**src/rtl/fifo_pkg.sv**
```systemverilog
// Shared pointer helpers for the asynchronous FIFO (read and write sides).
package fifo_pkg;

  // Widest pointer the helpers handle; callers zero-extend and truncate.
  localparam int unsigned GC_W = 16;

  function automatic int unsigned ptr_width(input int unsigned addr_width);
    return addr_width + 1;
  endfunction

  function automatic logic [GC_W-1:0] bin2gray(input logic [GC_W-1:0] b);
    return b ^ (b >> 1);
  endfunction

  // Prefix XOR from the MSB down; zero upper bits leave the result intact.
  function automatic logic [GC_W-1:0] gray2bin(input logic [GC_W-1:0] g);
    logic [GC_W-1:0] b;
    b = g;
    for (int unsigned i = 1; i < GC_W; i++) begin
      b[GC_W-1-i] = b[GC_W-i] ^ g[GC_W-1-i];
    end
    return b;
  endfunction

endpackage

```
**src/rtl/fifo_rd_ctrl_if.sv**
```systemverilog
// Read-side FIFO control bus: request, incoming write pointer and status.
interface fifo_rd_ctrl_if
  import fifo_pkg::*;
#(
  parameter int unsigned ADDR_WIDTH = 3
);
  localparam int unsigned PTR_W = ptr_width(ADDR_WIDTH);

  logic                  R_INC;
  logic [PTR_W-1:0]      WR_GRAY_PTR;
  logic [ADDR_WIDTH-1:0] R_ADDR;
  logic [PTR_W-1:0]      r_gray_out;
  logic                  EMPTY;
  logic                  ALMOST_EMPTY;
  logic [PTR_W-1:0]      RD_LEVEL;
  logic                  UNDERFLOW;

  modport master (
    output R_INC, WR_GRAY_PTR,
    input  R_ADDR, r_gray_out, EMPTY, ALMOST_EMPTY, RD_LEVEL, UNDERFLOW
  );

  modport slave (
    input  R_INC, WR_GRAY_PTR,
    output R_ADDR, r_gray_out, EMPTY, ALMOST_EMPTY, RD_LEVEL, UNDERFLOW
  );
endinterface

```
**src/rtl/fifo_gray_sync.sv**
```systemverilog
// Plain flop-chain synchroniser for a Gray-coded pointer crossing clock domains.
module fifo_gray_sync #(
  parameter int unsigned WIDTH  = 4,
  parameter int unsigned STAGES = 2
) (
  input  logic             clk,
  input  logic             rst,
  input  logic [WIDTH-1:0] d,
  output logic [WIDTH-1:0] q
);

  logic [WIDTH-1:0] stage [STAGES];

  // Shift the pointer through the chain; no logic between stages.
  always_ff @(posedge clk or posedge rst) begin
    if (rst) begin
      for (int unsigned i = 0; i < STAGES; i++) begin
        stage[i] <= '0;
      end
    end else begin
      stage[0] <= d;
      for (int unsigned i = 1; i < STAGES; i++) begin
        stage[i] <= stage[i-1];
      end
    end
  end

  assign q = stage[STAGES-1];

endmodule

```
**src/rtl/fifo_rd_ctrl.sv**
```systemverilog
// Read-side control of the asynchronous FIFO: read pointer, empty/level/underflow.
module fifo_rd_ctrl
  import fifo_pkg::*;
#(
  parameter int unsigned ADDR_WIDTH    = 3,
  parameter int unsigned SYNC_STAGES   = 2,
  parameter int unsigned AEMPTY_THRESH = 1
) (
  input logic           R_CLK,
  input logic           R_RST,
  fifo_rd_ctrl_if.slave bus
);

  localparam int unsigned      PTR_W = ptr_width(ADDR_WIDTH);
  localparam logic [PTR_W-1:0] AE_TH = PTR_W'(AEMPTY_THRESH);

  function automatic logic [PTR_W-1:0] to_gray(input logic [PTR_W-1:0] b);
    return PTR_W'(bin2gray(GC_W'(b)));
  endfunction

  function automatic logic [PTR_W-1:0] to_bin(input logic [PTR_W-1:0] g);
    return PTR_W'(gray2bin(GC_W'(g)));
  endfunction

  logic [PTR_W-1:0] wq_sync;
  logic [PTR_W-1:0] wq_bin;
  logic [PTR_W-1:0] r_ptr;
  logic [PTR_W-1:0] r_ptr_nxt;
  logic [PTR_W-1:0] r_gray;
  logic [PTR_W-1:0] level_nxt;
  logic [PTR_W-1:0] rd_level;
  logic             rd_en;
  logic             empty;
  logic             aempty;
  logic             underflow;

  fifo_gray_sync #(
    .WIDTH (PTR_W),
    .STAGES(SYNC_STAGES)
  ) u_wq_sync (
    .clk(R_CLK),
    .rst(R_RST),
    .d  (bus.WR_GRAY_PTR),
    .q  (wq_sync)
  );

  // Next pointer and next level; read and write-pointer arrival combine here.
  always_comb begin
    rd_en     = bus.R_INC & ~empty;
    r_ptr_nxt = r_ptr + {{(PTR_W-1){1'b0}}, rd_en};
    wq_bin    = to_bin(wq_sync);
    level_nxt = wq_bin - r_ptr_nxt;
  end

  // Register pointer, its Gray copy and all status flags on the same edge.
  always_ff @(posedge R_CLK or posedge R_RST) begin
    if (R_RST) begin
      r_ptr     <= '0;
      r_gray    <= '0;
      empty     <= 1'b1;
      aempty    <= 1'b1;
      rd_level  <= '0;
      underflow <= 1'b0;
    end else begin
      r_ptr     <= r_ptr_nxt;
      r_gray    <= to_gray(r_ptr_nxt);
      empty     <= (to_gray(r_ptr_nxt) == wq_sync);
      aempty    <= (level_nxt <= AE_TH);
      rd_level  <= level_nxt;
      underflow <= underflow | (bus.R_INC & empty);
    end
  end

  assign bus.R_ADDR       = r_ptr[ADDR_WIDTH-1:0];
  assign bus.r_gray_out   = r_gray;
  assign bus.EMPTY        = empty;
  assign bus.ALMOST_EMPTY = aempty;
  assign bus.RD_LEVEL     = rd_level;
  assign bus.UNDERFLOW    = underflow;

endmodule

```
**src/flat_wrapper.sv**
```systemverilog
// flat-port wrapper written by rule: the top's interface ports become plain ports
module fifo_rd_ctrl_flat import fifo_pkg::*;
#(
  parameter int unsigned ADDR_WIDTH    = 3,
  parameter int unsigned SYNC_STAGES   = 2,
  parameter int unsigned AEMPTY_THRESH = 1
)
  (R_CLK, R_RST, bus_R_INC, bus_WR_GRAY_PTR, bus_R_ADDR, bus_r_gray_out, bus_EMPTY, bus_ALMOST_EMPTY, bus_RD_LEVEL, bus_UNDERFLOW);
  fifo_rd_ctrl_if #(.ADDR_WIDTH(ADDR_WIDTH)) bus_i ();
  input logic R_CLK;
  input logic R_RST;
  input wire logic [$bits(bus_i.R_INC)-1:0] bus_R_INC;
  input wire logic [$bits(bus_i.WR_GRAY_PTR)-1:0] bus_WR_GRAY_PTR;
  output wire logic [$bits(bus_i.R_ADDR)-1:0] bus_R_ADDR;
  output wire logic [$bits(bus_i.r_gray_out)-1:0] bus_r_gray_out;
  output wire logic [$bits(bus_i.EMPTY)-1:0] bus_EMPTY;
  output wire logic [$bits(bus_i.ALMOST_EMPTY)-1:0] bus_ALMOST_EMPTY;
  output wire logic [$bits(bus_i.RD_LEVEL)-1:0] bus_RD_LEVEL;
  output wire logic [$bits(bus_i.UNDERFLOW)-1:0] bus_UNDERFLOW;
  assign bus_i.R_INC = bus_R_INC;
  assign bus_i.WR_GRAY_PTR = bus_WR_GRAY_PTR;
  assign bus_R_ADDR = bus_i.R_ADDR;
  assign bus_r_gray_out = bus_i.r_gray_out;
  assign bus_EMPTY = bus_i.EMPTY;
  assign bus_ALMOST_EMPTY = bus_i.ALMOST_EMPTY;
  assign bus_RD_LEVEL = bus_i.RD_LEVEL;
  assign bus_UNDERFLOW = bus_i.UNDERFLOW;
  fifo_rd_ctrl #(.ADDR_WIDTH(ADDR_WIDTH), .SYNC_STAGES(SYNC_STAGES), .AEMPTY_THRESH(AEMPTY_THRESH)) u_core (.R_CLK(R_CLK), .R_RST(R_RST), .bus(bus_i));
endmodule
```
**config.mk**
```make
export PLATFORM = sky130hd
export DESIGN_NAME = fifo_rd_ctrl_flat
export DESIGN_NICKNAME = d
export VERILOG_FILES = /design/src/rtl/fifo_pkg.sv /design/src/rtl/fifo_rd_ctrl_if.sv /design/src/rtl/fifo_gray_sync.sv /design/src/rtl/fifo_rd_ctrl.sv /design/src/flat_wrapper.sv
export SDC_FILE = /design/constraint.sdc
export NUM_CORES = 1
export LEC_CHECK = 0
export CORE_UTILIZATION = 47
export DETAILED_ROUTE_END_ITERATION = 16
export PLACE_DENSITY = 0.86
export RECOVER_POWER = 25
export SYNTH_ARGS = -nofsm -noshare
export SYNTH_HDL_FRONTEND = slang
export SYNTH_SLANG_ARGS = --single-unit
```
**constraint.sdc**
```tcl
create_clock -name R_CLK -period 3.2 [get_ports R_CLK]
set_clock_uncertainty 0.2 [all_clocks]
set_input_delay 0.8 -clock R_CLK [delete_from_list [all_inputs] [get_ports R_CLK]]
set_output_delay 0.8 -clock R_CLK [all_outputs]
set_load 0.005 [all_outputs]
```
==> key figures <==
Run status
  • Outcome: completed

Worst setup path
  • Max incr delay on CP: 480 ps
  • Arr. time, crit path: 3140 ps
  • CP Data Required Time: 3230 ps
  • Worst-path maximum fanout: 2
  • Slowest cell on crit path: clkdlybuf4s50_1
  • Crit path kind: primary input to flop
  • Crit. End Element: flop
  • R2R cell count: 10
  • Critical Path, Cell by Cell: clkdlybuf4s50_1 -> nor2b_2 -> ha_2 -> ha_2 -> xor2_2 -> inv_1 -> ha_1 -> or3b_2 -> o311ai_4 -> xnor2_2 -> nor3_2
  • Most used cell, CP: ha_2
  • CP Launch Type: primary input

Placed design
  • # port buffers: 20
  • Placer Congestion: 0.788
  • Pre-CTS setup slack: -326 ps
  • Placed wire-length estimate: 1.11 mm

Clock tree
  • CTS HTree Levels: 1
  • Clock buffer depth: 2
  • Hold-fix buffers at CTS: 0
  • CTS clk-pin slew, worst paths: 110 ps
  • Clock buffer count from CTS: 3
  • CTS root buf: clkbuf_4
  • Num Clock Sinks: 22
  • CTS tree: done
  • Clk Latency, worst-skew pair: just under 300 ps

GRT
  • GRT Total Usage: about 17%
  • Number of global-route vias before repair: 589
  • Total gr overflow: 0
  • Initial antenna violation count: 0
  • Largest net degree at the start of global routing: 23
  • First-pass GRT wire length: 2.33 mm

Floorplan
  • Horiz. Die Dim: 46.1 µm
  • Chip height: ~46 µm
  • Ports: 21
  • Die area: 2130 µm²
  • Core area: 1780 µm²
  • Row cnt: 15
  • Initial Utilization: between 50% and 60%

Min path
  • Hold path cells: 0
  • Hold WC Path Type: flop to flop

Timing
  • Period utilization: a little over nine tenths
  • Slew @ Worst Pin: 784 ps
  • Post-layout min period: 3100 ps
  • Setup repair after global routing missed its margin: no
  • Worst Slack Setup Final: 98.6 ps
  • Relative slew slack: between 40% and 50%
  • Final Hold Fails: 0
  • Fmax: 0.322 GHz
  • Setup TNS: 0 ps
  • Max-slew violations: 0
  • Setup Viol. Count Final: 0

Drt
  • First-pass iteration count of the detailed router: 2
  • Via count: ~540
  • Remaining antenna violation count: 0
  • Number of DRC markers in iteration 0: 3
  • Via-per-instance ratio: 4.67
  • Drt wl/cell: around 12 µm
  • # DRC: 0
  • Post-Route WL: 1.45 mm

Finish
  • Share of cells above drive strength 1: a little under a quarter
  • Diode count: 0
  • Final Util: 69.9%
  • Filler cell count: 132
  • Syn-to-layout area delta: 36.3%
  • Sequential cell area: 553 µm²
  • Area of the multi-input gates: 358 µm²
  • Final net count: 104

Synth
  • Flops & latches, synth: 22
  • Ranking of synthesized cells by area: dfrtp_1 55%, xor2_1 8.6%, ha_1 6.8%
  • Synth Area per Inst: around 15 µm²
  • Yosys cell types: 20
  • Mapped Area: 915 µm²
  • Syn nets: between 70 and 80
  • Cells after Synth: 62
  • Post-synthesis sequential area ratio: 60.5%
  • Synth area leader: dfrtp_1
  • Proportion of netlist area held by the largest area contributor: 54.7%
  • Number of warnings issued by yosys: 0

Job
  • Max-Cap Viols: 0

Pwr
  • Sw Pwr: 437 µW
  • Lkg Pwr: about 0.56 nW
  • PwrDens: 1060 nW/µm²
  • Switching share of power: 33.2%
  • Power share of the sequential group: 32.6%
  • Int Power: 880 µW
  • Clock Power Share: 10.9%
  • Combinational share of power: 56.5%
  • Peak supply drop: 0.545 mV
-- repair_timing --
item,CTS,global route
setup buffers,0,1
pin swaps,0,1
endpoints found under the setup margin,2,2
gates resized for setup,1,4
-- final timing paths --
kind | start | endpoint | slack, ps
worst max-delay path | bus_R_INC | u_core.bus.ALMOST_EMPTY | 100
min in group asynchronous | R_RST | u_core.u_wq_sync.stage[7] | 870
worst max register to register | u_core.bus.EMPTY | u_core.bus.ALMOST_EMPTY | 620
max in group asynchronous | R_RST | u_core.bus.r_gray_out[1] | 1440
worst min-delay path | u_core.u_wq_sync.stage[4] | u_core.u_wq_sync.q[0] | 160
worst min register to register | u_core.u_wq_sync.stage[4] | u_core.u_wq_sync.q[0] | 160
-- layout make-up --
type	count	area share, %
flip-flops and latches	22	44.4
multi-input cells	33	28.7
repair buffers	26	19.7
clock buffers	4	2.91
well taps	25	2.51
inverters	6	1.81
-- kinds of logic after synthesis --
kind of cell	Yosys count	synth area share, %
DFF	22	60.5
xor gates and xnor gates	16	18.5
buffers and inverters	7	2.87
and+or+nand+nor	7	5.20
AOI/OAI and AO/OA	5	6.16
adders and majority gates	5	6.84
-- power by group through the flow --
stage               sequential [mW]  clock (mW)  combinational (mW)
detailed placement            0.436           0               0.712
finish                        0.430       0.144               0.744
floorplan                     0.439           0               0.400
CTS                           0.428       0.152               0.735
global route                  0.441       0.164               0.815
global placement              0.429           0               0.687
-- synth_stat cells (all sizes together) --
library cell	count
dfrtp	20
xor2	9
inv	6
ha	5
xnor2	5
dfstp	2
nand3	2
xnor3	2
a211oi	1
a21boi	1
a21o	1
and2	1
clkbuf	1
nor2b	1
nor3	1
o21bai	1
o311ai	1
or3	1
or3b	1
-- state kept, by name (all words and copies together) (netlist names) --
register	count
u_core.bus.ALMOST_EMPTY	1
u_core.bus.EMPTY	1
u_core.bus.RD_LEVEL	4
u_core.bus.UNDERFLOW	1
u_core.bus.r_gray_out	4
u_core.r_ptr	3
u_core.u_wq_sync.q	4
u_core.u_wq_sync.stage	4
-- critical path: cells and delay by family --
kind	cells	cell delay, ps
and+or+nand+nor	3	730
buffers and inverters	2	540
AOI/OAI and AO/OA	1	110
xor gates and xnor gates	2	270
adders and majority gates	3	680
-- per-stage QoR --
step	instances	instance area, µm²	power, mW	hold slack [ps]
finish	116	1250	1.32	159
detailed placement	111	1180	1.15	135
floorplan	62	915	0.839	131
global placement	111	1180	1.12	132
global route	116	1250	1.42	166
CTS	115	1220	1.32	161
-- layer usage --
metal	wire length, µm	vias to the layer above	global-route usage, %
met5	0	-	0
met4	34	0	10.6
met3	51	4	3.53
met2	811	18	31.0
met1	552	261	16.2
li1	-	259	-
-- placed cells by master (no fill, tap or decap), types with 2 or more instances in the layout --
cell type and count:
ha_2 2, clkbuf_4 3, ha_1 3, nand3_1 2, dfrtp_1 20, clkdlybuf4s50_1 15
buf_4 6, dfstp_2 2, inv_1 6, xor2_1 8, xnor2_1 4, dlygate4sd3_1 5
Note: power is estimated with default switching activity, not from simulation.
